### config.mk
export PLATFORM = sky130hd
export DESIGN_NAME = ec11b_key_ctrl
export DESIGN_NICKNAME = d
export VERILOG_FILES = /design/src/rtl/ec11b_key_ctrl.sv
export SDC_FILE = /design/constraint.sdc
export NUM_CORES = 1
export LEC_CHECK = 0
export CORE_UTILIZATION = 40
export CTS_CLUSTER_DIAMETER = 120
export DETAILED_ROUTE_END_ITERATION = 8
export GPL_TIMING_DRIVEN = 0
export HOLD_SLACK_MARGIN = 0.02
export PLACE_DENSITY = 0.64
export SYNTH_ARGS = -nofsm -noshare
export SYNTH_HDL_FRONTEND = slang
export SYNTH_SLANG_ARGS = --single-unit
### constraint.sdc
create_clock -name clk_i -period 3.3 [get_ports clk_i]
set_clock_uncertainty 0.1 [all_clocks]
set_input_delay 0.495 -clock clk_i [delete_from_list [all_inputs] [get_ports clk_i]]
set_output_delay 0.495 -clock clk_i [all_outputs]
set_load 0.02 [all_outputs]
### src/rtl/ec11b_key_ctrl.sv
// EC11B push-switch front end: synchroniser, debouncer and short/long press classifier with a stretched clear.
// Optional auto-repeat of long_o while held is built when EC11B_KEY_AUTOREP_EN is defined.
`timescale 1ns/1ps
module ec11b_key_ctrl #(
    parameter int CLK_HZ      = 50_000_000,
    parameter int DEB_MS      = 20,
    parameter int LONG_MS     = 1000,
    parameter int CLR_HOLD_MS = 5
`ifdef EC11B_KEY_AUTOREP_EN
    ,
    parameter int REP_MS      = 200
`endif
) (
    input  logic       clk_i,
    input  logic       rst_n_i,
    input  logic       d_i,
    output logic       key_o,
    output logic       short_o,
    output logic       long_o,
    output logic       clr_o,
    output logic [7:0] press_cnt_o8,
    output logic [2:0] state_o3
);
    localparam int TICK_DIV = CLK_HZ / 1000;
    localparam int TW       = (TICK_DIV > 1) ? $clog2(TICK_DIV) : 1;
    localparam logic [TW-1:0] TICK_LAST = TW'(TICK_DIV - 1);
    localparam logic [7:0]  DEB_V  = 8'(DEB_MS);
    localparam logic [15:0] LONG_V = 16'(LONG_MS);
    localparam logic [7:0]  CLR_V  = 8'(CLR_HOLD_MS);

    typedef enum logic [2:0] {
        S_IDLE      = 3'd0,
        S_DEB_DN    = 3'd1,
        S_HELD      = 3'd2,
        S_LONG_HELD = 3'd3,
        S_DEB_UP    = 3'd4,
        S_DEB_UP_L  = 3'd5
    } state_t;

    state_t        state, state_next;
    logic          sync_1, sync_d, sync_q;
    logic [TW-1:0] tick_cnt;
    logic          tick, pressed, changed, stable;
    logic [7:0]    deb_cnt;
    logic [15:0]   hold_cnt;
    logic [7:0]    clr_cnt;
    logic          key_next, short_next, long_first, long_rep;

    assign tick     = (tick_cnt == TICK_LAST);
    assign pressed  = ~sync_d;
    assign changed  = (sync_d != sync_q);
    assign stable   = (deb_cnt == DEB_V);
    assign state_o3 = state;

    always_ff @(posedge clk_i or negedge rst_n_i) begin
        if (!rst_n_i) begin
            sync_1   <= 1'b1;
            sync_d   <= 1'b1;
            sync_q   <= 1'b1;
            tick_cnt <= '0;
            deb_cnt  <= '0;
        end else begin
            sync_1   <= d_i;
            sync_d   <= sync_1;
            sync_q   <= sync_d;
            tick_cnt <= tick ? '0 : tick_cnt + 1'b1;
            // Any edge restarts the debounce window, even on a tick; saturating keeps "stable" asserted.
            if (changed)
                deb_cnt <= '0;
            else if (tick && !stable)
                deb_cnt <= deb_cnt + 1'b1;
        end
    end

`ifdef EC11B_KEY_AUTOREP_EN
    localparam logic [15:0] REP_V = 16'(REP_MS);
    logic [15:0] rep_cnt;

    always_ff @(posedge clk_i or negedge rst_n_i) begin
        if (!rst_n_i)
            rep_cnt <= '0;
        else if ((state_next == S_LONG_HELD && state != S_LONG_HELD) || long_rep)
            rep_cnt <= '0;
        else if (state == S_LONG_HELD && tick && rep_cnt != 16'hFFFF)
            rep_cnt <= rep_cnt + 1'b1;
    end
`endif

    always_comb begin
        state_next = state;
        key_next   = key_o;
        short_next = 1'b0;
        long_first = 1'b0;
        long_rep   = 1'b0;
        case (state)
            S_IDLE:
                if (pressed) state_next = S_DEB_DN;
            S_DEB_DN:
                if (!pressed) state_next = S_IDLE;
                else if (stable) begin
                    state_next = S_HELD;
                    key_next   = 1'b1;
                end
            // >= so a hold that crossed the threshold during a bounce still qualifies on return.
            S_HELD:
                if (!pressed) state_next = S_DEB_UP;
                else if (hold_cnt >= LONG_V) begin
                    state_next = S_LONG_HELD;
                    long_first = 1'b1;
                end
            S_LONG_HELD: begin
                if (!pressed) state_next = S_DEB_UP_L;
`ifdef EC11B_KEY_AUTOREP_EN
                else if (rep_cnt == REP_V) long_rep = 1'b1;
`endif
            end
            S_DEB_UP:
                if (pressed) state_next = S_HELD;
                else if (stable) begin
                    state_next = S_IDLE;
                    key_next   = 1'b0;
                    short_next = 1'b1;
                end
            S_DEB_UP_L:
                if (pressed) state_next = S_LONG_HELD;
                else if (stable) begin
                    state_next = S_IDLE;
                    key_next   = 1'b0;
                end
            default:
                state_next = S_IDLE;
        endcase
    end

    always_ff @(posedge clk_i or negedge rst_n_i) begin
        if (!rst_n_i) begin
            state        <= S_IDLE;
            key_o        <= 1'b0;
            short_o      <= 1'b0;
            long_o       <= 1'b0;
            hold_cnt     <= '0;
            press_cnt_o8 <= '0;
        end else begin
            state   <= state_next;
            key_o   <= key_next;
            short_o <= short_next;
            long_o  <= long_first | long_rep;
            if (state == S_DEB_DN && state_next == S_HELD)
                hold_cnt <= '0;
            else if (tick && hold_cnt != 16'hFFFF)
                hold_cnt <= hold_cnt + 1'b1;
            if (short_next)
                press_cnt_o8 <= press_cnt_o8 + 1'b1;
        end
    end

    // Only the first long_o of a press (re)starts the clear stretch.
    always_ff @(posedge clk_i or negedge rst_n_i) begin
        if (!rst_n_i) begin
            clr_o   <= 1'b0;
            clr_cnt <= '0;
        end else if (long_first) begin
            clr_o   <= 1'b1;
            clr_cnt <= '0;
        end else if (clr_o) begin
            if (clr_cnt == CLR_V)
                clr_o <= 1'b0;
            else if (tick)
                clr_cnt <= clr_cnt + 1'b1;
        end
    end
endmodule
==> metrics.csv, run 1 <==
stage,metric,value,unit
worst_setup_path,critPathMaxStageDelay,0.94,ns
grt,met2_usage,0.276,
finish,drive_gt1_frac,0.0720,
power_and_ir_drop,p_leak,1.58,nW
run_status,status,completed,
grt,grt-busiest-layer,met2,
clock_tree,cts_setup_buffers,0,
floorplanning,initial_core_util,0.421,
place,numPortBuffers,17,
worst_setup_path,cp-startpoint,hold_cnt[0]$_DFFE_PN0P_,
floorplanning,core.rowCount,32,
synth,synth_top_area_share,0.477,
power_and_ir_drop,ir_worst_vdd,0.213,mV
route,initialDrtViolationCount,120,
route,avgViaCountPerCell,5.36,
synth,async_reset_ff_frac,1.00,
synth,synth_edf_count,0,
worst_setup_path,cp_top_family,simple AND/OR/NAND/NOR gates,
grt,grt_use_met3,0.0419,
route,via_count,2483,
clock_tree,clock_latency,0.34,ns
floorplanning,dieWidth,92.9,um
clock_tree,cts_buffers,9,
grt,use_met1,0.230,
route,wl,6390,um
synth,synth_nets,339,
finish,multi_input_area,1560,um2
timing,slew_headroom,0.232,
synth,syn_area_per_cell,10.1,um2
worst_setup_path,critical_path_required,3.43,ns
grt,grt_pass1_vias,2449,
clock_tree,cts_resized,0,
synth,yosys-top-cells-area,"dfrtp_1 (48%), xnor2_1 (7.4%), nor2_1 (4.5%)",
grt,antenna_found_initial,0,
finish,postLayoutCellArea,3770,um2
worst_setup_path,path_cells,ha_1 > nand3_1 > nor4_1 > nor2_1 > and4_1 > o21ba_2,
clock_tree,hold_buffers,0,
finish,utilization,0.481,
route,ant_nets,0,
flow_run,maxCapViolations,0,
worst_setup_path,reg2reg_depth,6,
synth,synth-simple-area-share,0.258,
finish,seq_area,1660,um2
finish,antennaDiodeCount,0,
synth,yosys.area.top_type,dfrtp_1,
synth,synthCells,328,
clock_tree,htreeDepth,3,
finish,fin_nets,367,
finish,syn_to_final_growth,14.2,%
place,place_area,3600,um2
floorplanning,die_h,92.9,um
floorplanning,die-area,8640,um2
clock_tree,clock-sinks,66,
finish,final_cells,463,
synth,synthMuxAreaShare,0.00643,
worst_setup_path,crit_arrival,2.78,ns
place,place_congestion,0.765,
route,wl_per_cell,13.8,um
timing,worst_pin_slew,1.14,ns
worst_setup_path,crit_buf_inv,0,
timing,slew_viol_final,0,
worst_setup_path,regToRegSetupSlack,0.66,ns
worst_setup_path,start_kind,flip-flop,
place,dpl.cell_count,447,
floorplanning,core-area,7850,um2
power_and_ir_drop,cellPowerDensity,383,nW/um2
timing,post-route-period-util,0.801,
worst_hold_path,hold_class,input port to async pin,
worst_setup_path,reg2reg_to,hold_cnt[12]$_DFFE_PN0P_,
synth,ys_ff_latch,66,
grt,grt_max_degree,67,
timing,post-route-min-period,2.64,ns
synth,synth_top_family_by_area,simple AND/OR/NAND/NOR gates,
synth,syn_area,3310,um2
timing,fmax,378,MHz
worst_setup_path,endpoint_kind,flip-flop,
worst_setup_path,crit_fanout,8,
route,drc,0,
grt,grt_pass1_wl,11500,um
worst_setup_path,crit_cells,6,
timing,rsz0062_at_grt,no,
clock_tree,clkTransAtPathRegs,0.08,ns
clock_tree,cts_buffer_depth,2,
place,dp_slack,0.708,ns
grt,track_usage,0.173,
synth,ys.flop_type,dfrtp_1,
finish,fillCellCount,763,
synth,yosysMostFrequentCell,dfrtp_1,
synth,yosysWarnings,0,
timing,setup_violations,0,
synth,synth_fa_ha_area_frac,0.0303,
worst_setup_path,reg2reg_from,hold_cnt[0]$_DFFE_PN0P_,
clock_tree,clockRootBuffer,clkbuf_8,
worst_setup_path,cpMaxStageDelayCell,nor4_1,
synth,ys_types,42,
synth,synth_common_cells,"dfrtp_1 (63), nor2_1 (40), xnor2_1 (28), nand2_1 (19), nand3_1 (19)",
place,dp_hpwl,4360,um
synth,ys_seq_area_frac,0.501,
timing,worst_slack,0.657,ns
synth,synth_compound_area_frac,0.0673,
grt,overflow,0,
worst_setup_path,critPathKind,flip-flop to flip-flop,
timing,hold_viol_final,0,
route,firstDrtPassIters,4,
clock_tree,cts_tree,built,
floorplanning,io_pins,18,
synth,synth_xor_area_frac,0.111,
## sequential cells by signal, summed over array words and instances (netlist names), 3 cells and up
| register | count |
|---|---|
| state_o3 | 3 |
| tick_cnt | 16 |
| press_cnt_o8 | 8 |
| deb_cnt | 8 |
| hold_cnt | 16 |
| clr_cnt | 8 |
## routing by layer
layer | wire length [um] | part of all wire | up-vias
li1 | - | - | 1224
met1 | 3090 | 0.48 | 1224
met2 | 3070 | 0.48 | 29
met3 | 170 | 0.027 | 6
met4 | 63 | 0.0099 | 0
met5 | 0 | 0 | -
## how the worst max path moves through the flow
stage / end
floorplan: press_cnt_o8[1]$_DFFE_PN0P_
global placement: press_cnt_o8[1]$_DFFE_PN0P_
detailed placement: hold_cnt[12]$_DFFE_PN0P_
CTS: hold_cnt[12]$_DFFE_PN0P_
global route: hold_cnt[12]$_DFFE_PN0P_
finish: hold_cnt[12]$_DFFE_PN0P_
## area by class of cell
class | instances | area share
repair buffers | 17 | 0.0444
inverters | 11 | 0.0109
multi-input cells | 241 | 0.414
clock buffers | 11 | 0.0375
clock inverters | 5 | 0.00829
well taps | 102 | 0.0338
flip-flops and latches | 66 | 0.439
plain buffers | 10 | 0.0123
## where the power goes
group	switching [W]	internal (W)
clock network	0.000313	0.000291
registers	0.00000242	0.000812
logic	0.0000224	0.00000492
## cell usage in the layout, fill, tap and decap left out, types with 2 or more instances in the layout
master	count
or3_1	3
xnor2_1	28
nand4_1	14
clkbuf_8	10
o41ai_1	2
and2_1	4
o211ai_1	5
nor4_1	7
inv_1	11
or4_1	5
clkinv_2	3
and4_1	6
a21oi_1	8
nand2b_1	4
nor2_1	40
a211oi_1	4
a31oi_1	3
dfstp_2	3
dfrtp_1	63
nor3_1	14
clkdlybuf4s50_1	16
o21ai_0	7
nand3_1	19
ha_1	8
clkbuf_1	9
nor4b_1	3
and3_1	9
nor4bb_1	2
nand2_1	19
xor2_1	14
## stage by stage
step                hold WS, ns  TNS, ns  power (W)
detailed placement        0.247        0   0.000860
global route              0.212        0    0.00152
finish                    0.144        0    0.00145
global placement          0.246   -37.90   0.000860
floorplan                0.0994        0   0.000837
CTS                       0.177        0    0.00147
## cell families after synthesis
family / Yosys count
XOR/XNOR: 42
adder cells (fa/ha/maj): 8
flip-flops: 66
buffers and inverters: 21
AND/OR/NAND/NOR: 155
multiplexers: 2
AO/OA/AOI/OAI: 34
Power figures use the tool's default switching activity.
==> run 2, diff against run 1 <==
Clock period 3.3 ns to 2.6 ns, I/O delays scaled along.
==> metrics.csv, run 2 (synthesis gave the netlist of run 1 again) <==
stage,metric,value,unit,change
run_status,status,completed,,
worst_setup_path,critical_path_required,2.73,ns,-0.70 ns
route,drc,0,,unchanged
finish,largestRegisters,"hold_cnt (16), tick_cnt (16)",,
clock_tree,clock_latency,0.34,ns,about the same
grt,track_usage,0.174,,+0.000704
finish,fin_nets,368,,+0.27%
finish,syn_to_final_growth,15.2,%,
timing,post-route-min-period,2.46,ns,-0.181 ns
grt,grt_pass1_wl,11600,um,+0.36%
route,firstDrtPassIters,4,,unchanged
finish,antennaDiodeCount,0,,unchanged
grt,grt_pass1_vias,2455,,+0.24%
grt,grt_use_met3,0.0419,,unchanged
route,wl_per_cell,14.0,um,+1.2%
power_and_ir_drop,ir_worst_vdd,0.271,mV,+27%
timing,slew_headroom,0.420,,+0.189
finish,multi_input_area,1590,um2,+1.7%
worst_setup_path,crit_fanout,7,,-1
worst_setup_path,critPathMaxStageDelay,0.55,ns,-0.39 ns
route,ant_nets,0,,unchanged
timing,worst_slack,0.138,ns,-0.519 ns
floorplanning,die_h,92.9,um,unchanged
timing,rsz0062_at_grt,no,,
clock_tree,cts_tree,built,,
worst_setup_path,start_kind,flip-flop,,
worst_setup_path,path_cells,or4b_4 > or3_1 > buf_6 > nor4_4 > mux2_2,,
grt,grt-busiest-layer,met2,,
floorplanning,dieWidth,92.9,um,unchanged
finish,fillCellCount,761,,-0.26%
timing,hold_viol_final,0,,unchanged
clock_tree,clockRootBuffer,clkbuf_8,,
grt,antenna_found_initial,0,,unchanged
worst_setup_path,cpMaxStageDelayCell,or4b_4,,
finish,drive_gt1_frac,0.0856,,+0.0136
place,numPortBuffers,17,,unchanged
grt,use_met1,0.230,,+0.000527
floorplanning,die-area,8640,um2,unchanged
clock_tree,htreeDepth,3,,unchanged
timing,setup_tns,0,ns,unchanged
power_and_ir_drop,cellPowerDensity,483,nW/um2,+26%
floorplanning,io_pins,18,,unchanged
flow_run,maxCapViolations,0,,unchanged
worst_setup_path,endpoint_kind,flip-flop,,
worst_setup_path,critPathKind,flip-flop to flip-flop,,
route,initialDrtViolationCount,155,,+29%
finish,final_cell_mix,"dfrtp_1 (63), nor2_1 (40), xnor2_1 (28)",,
grt,overflow,0,,unchanged
clock_tree,hold_buffers,0,,unchanged
route,wl,6490,um,+1.4%
place,dp_slack,0.00842,ns,-0.700 ns
timing,setup_violations,0,,unchanged
floorplanning,core-area,7850,um2,unchanged
floorplanning,core.rowCount,32,,unchanged
finish,layout_commonest_cell,dfrtp_1,,
timing,slew_viol_final,0,,unchanged
clock_tree,clkTransAtPathRegs,0.08,ns,about the same
place,place_congestion,0.765,,unchanged
worst_setup_path,crit_arrival,2.59,ns,-0.19 ns
clock_tree,cts_buffers,9,,unchanged
timing,fmax,406,MHz,+7.4%
clock_tree,cts_buffer_depth,2,,unchanged
timing,post-route-period-util,0.947,,+0.146
route,avgViaCountPerCell,5.38,,+0.35%
worst_hold_path,hold_class,input port to async pin,,
clock_tree,clock-sinks,66,,unchanged
grt,grt_max_degree,67,,unchanged
floorplanning,initial_core_util,0.421,,unchanged
timing,worst_pin_slew,0.858,ns,-0.284 ns
route,via_count,2497,,+0.56%
finish,seq_area,1660,um2,unchanged
grt,met2_usage,0.278,,+0.00184
power_and_ir_drop,p_leak,1.58,nW,+0.33%
place,dp_hpwl,4360,um,unchanged
[run 2: cell count changes in the layout (fill, tap and decap cells not counted)]
cell,previous run,this run
a2111oi_1,0,1
a2111oi_0,1,0
o2111ai_2,0,1
nor4_2,0,3
buf_4,1,2
nor4_1,7,4
o2111ai_1,1,0
[run 2: metrics by stage]
stage,util,std cells,hold WS (ns),power [W],cell area (um2)
after global routing,0.485,464,0.107,0.00193,3810
after CTS,0.482,463,0.0718,0.00187,3780
after detailed placement,0.459,447,0.247,0.00109,3600
final,0.485,464,0.0361,0.00184,3810
after global placement,0.459,447,0.246,0.00109,3600
after floorplan,-,328,-0.00559,0.00106,3310
[run 2: critical path: cells and delay by family, from the launching register on]
| kind | cells | cell delay [ns] |
|---|---|---|
| buffers and inverters | 1 | 0.15 |
| AND/OR/NAND/NOR | 3 | 1.32 |
| flip-flops | 1 | 0.41 |
| multiplexers | 1 | 0.38 |
[run 2: timing repair]
| item | CTS | global route |
|---|---|---|
| buffers inserted | 0 | 1 |
| endpoints found under the setup margin | 1 | 17 |
| pin swaps | 0 | 1 |
| resized for setup | 1 | 4 |
[run 2: worst paths after layout]
kind / endpoint / cells after the start / start / slack, ns
setup reg to reg: press_cnt_o8[1]$_DFFE_PN0P_ / 5 / deb_cnt[5]$_DFFE_PN0P_ / 0.14
hold reg to reg: sync_d$_DFF_PN1_ / 0 / sync_1$_DFF_PN1_ / 0.25
max in group asynchronous: deb_cnt[4]$_DFFE_PN0P_ / 1 / rst_n_i / 1.83
setup / recovery: press_cnt_o8[1]$_DFFE_PN0P_ / 5 / deb_cnt[5]$_DFFE_PN0P_ / 0.14
hold / removal: hold_cnt[4]$_DFFE_PN0P_ / 1 / rst_n_i / 0.04
min in group clk_i: sync_d$_DFF_PN1_ / 0 / sync_1$_DFF_PN1_ / 0.25
[run 2: per-layer routing]
| layer | wire (um) | vias to the layer above |
|---|---|---|
| li1 | - | 1227 |
| met1 | 3160 | 1239 |
| met2 | 3110 | 26 |
| met3 | 144 | 5 |
| met4 | 71 | 0 |
| met5 | 0 | - |
[run 2: report_power, final]
part	leakage, nW	switching, W	internal, W
clock	0.0891	0.000401	0.000369
combinational	0.597	0.0000290	0.00000625
sequential	0.895	0.00000309	0.00103
total	1.58	0.000433	0.00141
[run 2: layout make-up]
cell class / instances / share of cell area
Sequential cell: 66 / 0.435
Multi-Input combinational cell: 241 / 0.418
Timing Repair Buffer: 18 / 0.0460
Clock buffer: 11 / 0.0371
Tap cell: 102 / 0.0335
Buffer: 10 / 0.0122
Inverter: 11 / 0.0108
Clock inverter: 5 / 0.00821
